===== src/rtl/unified_buffer_banked.sv =====
// Banked unified buffer: word-wide storage of MATRIX_WIDTH bytes, split into
// NUM_BANKS address-interleaved single-ported banks shared by three ports.
// Ports:
//   clk, rst (async, active-low), enable (global advance)
//   master_*  : read/write port with per-byte strobes (all-zero strobes = read)
//   req0/...  : port 0 read port (systolic/weight path)
//   req1/...  : port 1 write port (activation results)
//   ready*    : combinational accept, per-bank fixed priority master > 1 > 0
//   rvalid*   : read data valid READ_LATENCY enabled cycles after accept
//   addr_err  : sticky flag, set after any request to an address >= DEPTH
module unified_buffer_banked #(
  parameter int unsigned MATRIX_WIDTH = 4,
  parameter int unsigned BYTE_WIDTH   = 8,
  parameter int unsigned DEPTH        = 64,
  parameter int unsigned NUM_BANKS    = 2,
  parameter int unsigned READ_LATENCY = 2,
  parameter int unsigned ADDR_WIDTH   = $clog2(DEPTH)
) (
  input  logic                               clk,
  input  logic                               rst,
  input  logic                               enable,
  input  logic                               master_req,
  output logic                               master_ready,
  input  logic [ADDR_WIDTH-1:0]              master_addr,
  input  logic [MATRIX_WIDTH-1:0]            master_write_en,
  input  logic [MATRIX_WIDTH*BYTE_WIDTH-1:0] master_write_port,
  output logic [MATRIX_WIDTH*BYTE_WIDTH-1:0] master_read_port,
  output logic                               master_rvalid,
  input  logic                               req0,
  output logic                               ready0,
  input  logic [ADDR_WIDTH-1:0]              addr0,
  output logic [MATRIX_WIDTH*BYTE_WIDTH-1:0] read_port0,
  output logic                               rvalid0,
  input  logic                               req1,
  output logic                               ready1,
  input  logic [ADDR_WIDTH-1:0]              addr1,
  input  logic [MATRIX_WIDTH-1:0]            write_en1,
  input  logic [MATRIX_WIDTH*BYTE_WIDTH-1:0] write_port1,
  output logic                               addr_err
);

  localparam int unsigned DATA_W     = MATRIX_WIDTH * BYTE_WIDTH;
  localparam int unsigned ROWS       = DEPTH / NUM_BANKS;
  localparam int unsigned BANK_SHIFT = $clog2(NUM_BANKS);
  localparam int unsigned BANK_W     = (NUM_BANKS > 1) ? BANK_SHIFT : 1;
  localparam int unsigned ROW_W      = (ROWS > 1) ? $clog2(ROWS) : 1;
  // Port slots, in priority order: 0 = master, 1 = port 1, 2 = port 0
  localparam int unsigned NP         = 3;

  logic [DATA_W-1:0]     mem [NUM_BANKS][ROWS];

  logic [ADDR_WIDTH-1:0] addr_p   [NP];
  logic [BANK_W-1:0]     bank_p   [NP];
  logic [ROW_W-1:0]      row_p    [NP];
  logic [NP-1:0]         req_p;
  logic [NP-1:0]         in_range;
  logic [NP-1:0]         act;

  logic                  m_wr;
  logic                  m_rd;
  logic [DATA_W-1:0]     m_rdata;
  logic [DATA_W-1:0]     p0_rdata;

  // Read pipelines: bit/index 0 = master, 1 = port 0
  logic [1:0]            rd_v [READ_LATENCY];
  logic [DATA_W-1:0]     rd_d [2][READ_LATENCY];

  assign addr_p[0] = master_addr;
  assign addr_p[1] = addr1;
  assign addr_p[2] = addr0;
  assign req_p     = {req0, req1, master_req};

  // Range check only exists when the address bus can express words past DEPTH
  if (64'(DEPTH) >= (64'(1) << ADDR_WIDTH)) begin : g_full_map
    assign in_range = '1;
  end else begin : g_part_map
    for (genvar p = 0; p < NP; p++) begin : g_cmp
      assign in_range[p] = addr_p[p] < ADDR_WIDTH'(DEPTH);
    end
  end

  // Address interleave: low bits pick the bank, the rest pick the row
  always_comb begin
    for (int p = 0; p < NP; p++) begin
      bank_p[p] = BANK_W'(addr_p[p] & ADDR_WIDTH'(NUM_BANKS - 1));
      row_p[p]  = ROW_W'(addr_p[p] >> BANK_SHIFT);
    end
  end

  // A request contends for its bank only when it could otherwise be accepted
  assign act = req_p & in_range & {NP{enable & rst}};

  assign master_ready = act[0];
  assign ready1       = act[1] && !(act[0] && (bank_p[0] == bank_p[1]));
  assign ready0       = act[2] && !(act[0] && (bank_p[0] == bank_p[2]))
                               && !(act[1] && (bank_p[1] == bank_p[2]));

  assign m_wr     = master_ready && (|master_write_en);
  assign m_rd     = master_ready && !(|master_write_en);
  assign m_rdata  = mem[bank_p[0]][row_p[0]];
  assign p0_rdata = mem[bank_p[2]][row_p[2]];

  // Storage: granted writes always target distinct banks, so no collision
  always_ff @(posedge clk) begin
    for (int b = 0; b < MATRIX_WIDTH; b++) begin
      if (m_wr && master_write_en[b])
        mem[bank_p[0]][row_p[0]][b*BYTE_WIDTH +: BYTE_WIDTH] <=
          master_write_port[b*BYTE_WIDTH +: BYTE_WIDTH];
      if (ready1 && write_en1[b])
        mem[bank_p[1]][row_p[1]][b*BYTE_WIDTH +: BYTE_WIDTH] <=
          write_port1[b*BYTE_WIDTH +: BYTE_WIDTH];
    end
  end

  // Read pipeline; data stages only load behind a valid so outputs hold
  always_ff @(posedge clk or negedge rst) begin
    if (!rst) begin
      for (int i = 0; i < READ_LATENCY; i++) begin
        rd_v[i]    <= '0;
        rd_d[0][i] <= '0;
        rd_d[1][i] <= '0;
      end
    end else if (enable) begin
      rd_v[0] <= {ready0, m_rd};
      if (m_rd)   rd_d[0][0] <= m_rdata;
      if (ready0) rd_d[1][0] <= p0_rdata;
      for (int i = 1; i < READ_LATENCY; i++) begin
        rd_v[i] <= rd_v[i-1];
        for (int k = 0; k < 2; k++) begin
          if (rd_v[i-1][k]) rd_d[k][i] <= rd_d[k][i-1];
        end
      end
    end
  end

  assign master_rvalid    = rd_v[READ_LATENCY-1][0];
  assign master_read_port = rd_d[0][READ_LATENCY-1];
  assign rvalid0          = rd_v[READ_LATENCY-1][1];
  assign read_port0       = rd_d[1][READ_LATENCY-1];

  // Sticky out-of-range flag
  always_ff @(posedge clk or negedge rst) begin
    if (!rst) begin
      addr_err <= 1'b0;
    end else if (enable && (|(req_p & ~in_range))) begin
      addr_err <= 1'b1;
    end
  end

endmodule


===== config.mk =====
export PLATFORM = sky130hd
export DESIGN_NAME = unified_buffer_banked
export DESIGN_NICKNAME = d
export VERILOG_FILES = /design/src/rtl/unified_buffer_banked.sv
export SDC_FILE = /design/constraint.sdc
export NUM_CORES = 2
export LEC_CHECK = 0
export CAP_MARGIN = 5
export CORE_ASPECT_RATIO = 1.25
export CORE_MARGIN = 2
export CORE_UTILIZATION = 31
export CTS_BUF_LIST = sky130_fd_sc_hd__clkbuf_16
export DETAILED_ROUTE_END_ITERATION = 10
export SLEW_MARGIN = 20
export SYNTH_ARGS = -nofsm -noshare
export SYNTH_HDL_FRONTEND = slang
export SYNTH_SLANG_ARGS = --single-unit
export TNS_END_PERCENT = 1

===== constraint.sdc =====
create_clock -name clk -period 2.6 [get_ports clk]
set_clock_uncertainty 0.05 [all_clocks]
set_input_delay 0.26 -clock clk [delete_from_list [all_inputs] [get_ports clk]]
set_output_delay 0.26 -clock clk [all_outputs]
set_load 0.005 [all_outputs]

Word level (Yosys, flattened, before mapping)
Memory sizes are Yosys's and may differ from the RTL's.
Cells that the tools add are included.
Storage, ports and cells
  bits in registers: 132
  memory bits (writable): 2048
  input bits: 96
  output and inout bits: 70
  logic and storage cells: 12373
  memories: 1
Cells by class
  magnitude comparators: 5
  equality and inequality tests: 3
  multiplexer cells: 6182
  bitwise gates (word level): 6149
  reductions and logical operators: 27
Memory list
  mem: words 2, width 1024, rd ports 2, clocked after Yosys merged registers in 0, write ports 2, line 50  | logic [DATA_W-1:0] mem [NUM_BANKS][ROWS];
Operators by type and width (count)
  two-way mux 1024 bit: 8
  two-way mux 1 bit: 6152
  OR 1 bit: 6144
  demux 32 bit (select 5 bit): 8
  binary-select mux 32 bit (select 5 bit): 2
  two-way mux 32 bit: 6
  two-way mux 24 bit: 2
  two-way mux 16 bit: 2
  greater-or-equal comparator 6 bit (second input constant): 3
  logical AND 1 bit: 18
  inverter 5 -> 6 bit: 3
  two-way mux 8 bit: 2
  less-than comparator 6 x 1 -> 1 bit (second input constant): 2
  AND reduction 2 bit: 4
  zero test 1 bit: 4
  OR reduction 4 bit: 1
  bitwise AND 3 bit: 1
  equality test 1 bit: 3
  bitwise AND 1 bit: 1

Logic depth before layout (Yosys ltp)
  depth in word-level cells: 11
  mapped depth: 9
  mapped depth without buffers: 5

Worst setup path after synthesis
OpenSTA, ideal clock, no wires.
  kind: input to register
  from: in master_addr[3]
  to: mem mem[0][896] (netlist name), enable pin
  library setup time: 384 ps
  data arrival time: 2094 ps
  required time: 2166 ps
  setup slack: 72 ps
  stages on the path: 6
  buffers on the path: 3
  cells stage by stage: clkbuf_1 -> nor3_1 -> clkbuf_1 -> buf_1 -> nand2_1 -> o21ai_0
RTL lines
  start, declared: line 24  | input logic [ADDR_WIDTH-1:0] master_addr,
  end, declared: line 50

==> flow_summary.toml <==
[power_and_ir_drop]
leakagePower_nw = 56.20
power.density_nw_per_um2 = 529.0
total_power_w = 0.08480
peakVddDrop_uv = 567.5

[setup_path]
timing.rr.start = "mem[1][590]"
worstPathArrival_ps = 3200
crit_chain = "clkdlybuf4s50_1 -> buf_12 -> buf_4 -> nand3b_1 -> nor3_1 -> buf_4 -> nand2_1 -> buf_12 -> o21ai_0 -> buf_12"
slowest_stage = "nor3_1"
cpPeakStageDelay_ps = 970
criticalPathCategory = "in2reg"
required_ps = 3200
crit_top_cell = "buf_12"
reg2reg_to = "rd_d[110]"
end_kind = "flip-flop"
reg2reg_setup_slack_ps = 80
critPathMaxFanout = 10
crit_path_start_kind = "input port"
r2r_cells = 6

[floorplan]
rows = 264
die_area_um2 = 421100
coreArea_um2 = 413900
pin_count = 166
die_width_um = 580.8
fp.dieH_um = 725.0
start_util = 0.3115

[worst_hold_path]
hold-path-cell-count = 3
hold_class = "in2reg"
worstHoldStart = "write_port1[31]"
holdPathEnd = "mem[1][959]"

[yosys]
syn_nets = 8932
synth_area_leaders = "edfxtp_1 48%, mux2_2 19%, mux4_2 10%"
syn_avg_cell_area_um2 = 14.59
synth_ff_type = "edfxtp_1"
synth_edf_count = 2048
synth_top_cell_by_area = "edfxtp_1"
yosysUniqueCellTypes = 60
syn_inst = 8836
ys_seq_elements = 2180
synth_area_um2 = 128900
ys_warn_count = 0
ys_seq_area_frac = 0.5026
ys_async_sr_fraction = 0.06055
yosys.area.top_type_share = 0.4770

[sta]
min_period_over_period = 0.9984
max_freq_ghz = 0.3852
rsz0062_at_grt = "false"
finalSetupViolations = 0
relSlewSlack = 0.1844
final.setup.worst_slack_ps = 4.038
fin_crit_ps = 2596
tightest_slew_ps = 1214
hold_viol_final = 0
report.final.slew_viol_count = 0

[clock_network]
clk_path_buf_depth = 4
cts_tree = "yes"
clock-sinks = 2180
cts_root_buf = "clkbuf_16"
clock_latency_ps = 970
cts_buffers = 224
clkTransAtPathRegs_ps = 60
htreeDepth = 4

[detailed_routing]
drt-wirelength-per-cell_um = 37.40
drc = 0
drt-initial-drc-count = 12370
drt-pass1-iter-count = 6
vias = 94810
viasPerCell = 6.045
wl_um = 586600
postRouteAntennaNets = 0

[global_route]
grt_pass1_wl_um = 798400
grt_overflow = 0
grt_max_degree = 65
grt_use_total = 0.2702
antenna_found_initial = 72
grt_pass1_vias = 95550

[place]
place.gp.congestion = 1.011
dp_worst_setup_slack_ps = -703.1
place.port_buffers = 164
hpwl_um = 430500
dpl.cell_count = 15200

[flow_run]
cap_violations = 0

[finish]
utilization = 0.3873
drive_gt1_frac = 0.5109
regArea_um2 = 64800
nNetsFinal = 10100
multi_input_area_um2 = 59620
syn2layout_area_growth_pct = 24.34
instances_no_fill = 15690
n_fill_cell = 38510

[run_status]
outcome = "finished clean"
## state kept, by name (all words and copies together) (netlist names)
register and flops:
rd_d 64, master_rvalid 1, mem 2048, rd_v 2, rvalid0 1, master_read_port 32, read_port0 32
## worst max-delay path: cells and delay by family
family                 cells  cell delay (ps)
buffers and inverters      6             1430
AND/OR/NAND/NOR            3             1330
AO/OA/AOI/OAI              1              160
## layer usage
| metal | up-vias | GRT usage | routed length [um] |
|---|---|---|---|
| li1 | 37880 | - | - |
| met1 | 49380 | 0.3170 | 208900 |
| met2 | 5925 | 0.4326 | 270500 |
| met3 | 1568 | 0.05888 | 53700 |
| met4 | 54 | 0.2052 | 53170 |
| met5 | - | 0 | 354 |
## where the power goes
part,switching [W],internal (W)
combinational,0.00650,0.00539
sequential,0.000761,0.0389
clock,0.0151,0.0181
## Yosys cell counts (6+ instances only)
library cell / number
o22ai_1: 258
a211oi_1: 6
nand3_1: 131
o2111ai_1: 10
a221o_1: 32
buf_6: 11
clkbuf_1: 564
buf_4: 104
a221oi_1: 68
a31oi_1: 8
o21ai_0: 120
buf_2: 268
dfrtp_1: 132
o22a_1: 7
mux2i_1: 1009
nand4_1: 50
edfxtp_1: 2048
buf_1: 106
nor2_1: 48
nor2_2: 122
nor3_1: 11
nand2_1: 221
and2_0: 7
mux4_2: 582
inv_1: 7
nand3b_1: 6
and2_1: 7
a22oi_1: 405
mux2_2: 2178
and3_1: 10
nor4_1: 40
a21oi_1: 115
nor2b_1: 13
o32a_1: 15
nor2_4: 56
## cell families (layout without fill, tap and decap cells)
kind of cell    after synthesis  after routing  share of synthesized area
compound gates             1063           1063                    0.05663
mux                        3769           3769                     0.3702
flops                      2180           2180                     0.5026
simple gates                761            761                    0.03331
xor+xnor                      1              1                 0.00006794
other cells                   1             46                 0.00002908
buf+inv                    1061           2412                    0.03716
## placed cells by master, fill, tap and decap left out, types with 132 or more instances in the layout
cell / count
dfrtp_1: 132
buf_4: 1282
mux2_2: 2178
a22oi_1: 405
o22ai_1: 258
edfxtp_1: 2048
clkbuf_16: 224
mux2i_1: 1009
mux4_2: 582
buf_12: 521
nand2_1: 212
## timing repair
action,4_1_cts,5_1_grt
resized for setup,2,1
hold buffers,35,0
setup endpoints to repair,2,1
endpoints found under the hold margin,920,0
setup buffers,0,0
## area by class of cell
class,instances,area share
Tap cell,5453,0.04256
Clock buffer,224,0.03497
Sequential cell,2180,0.4042
Clock inverter,186,0.009967
Inverter,8,0.0002185
Multi-Input combinational cell,5595,0.3719
Timing Repair Buffer,1994,0.1355
Antenna cell,45,0.0007024
## through the flow
stage          hold WS (ps)  TNS (ps)  area (um^2)
2_1_floorplan        -85.59         0       128900
3_3_place_gp          284.4  -1036790       152600
3_5_place_dp          287.4   -988220       152600
4_1_cts              0.2494         0       160200
5_1_grt               37.51         0       160200
6_report              17.82         0       160300
## how the worst max path moves through the flow
stage                             end  slack, ps      startpoint
after floorplan           mem[0][896]         70  master_addr[3]
after global placement    mem[0][357]       -720        addr1[4]
after detailed placement     rd_d[32]       -700      master_req
after CTS                      ready0         70      master_req
after global routing           ready0          7      master_req
final                     mem[0][353]          4        addr1[4]
Note: power is estimated with default switching activity, not from simulation.
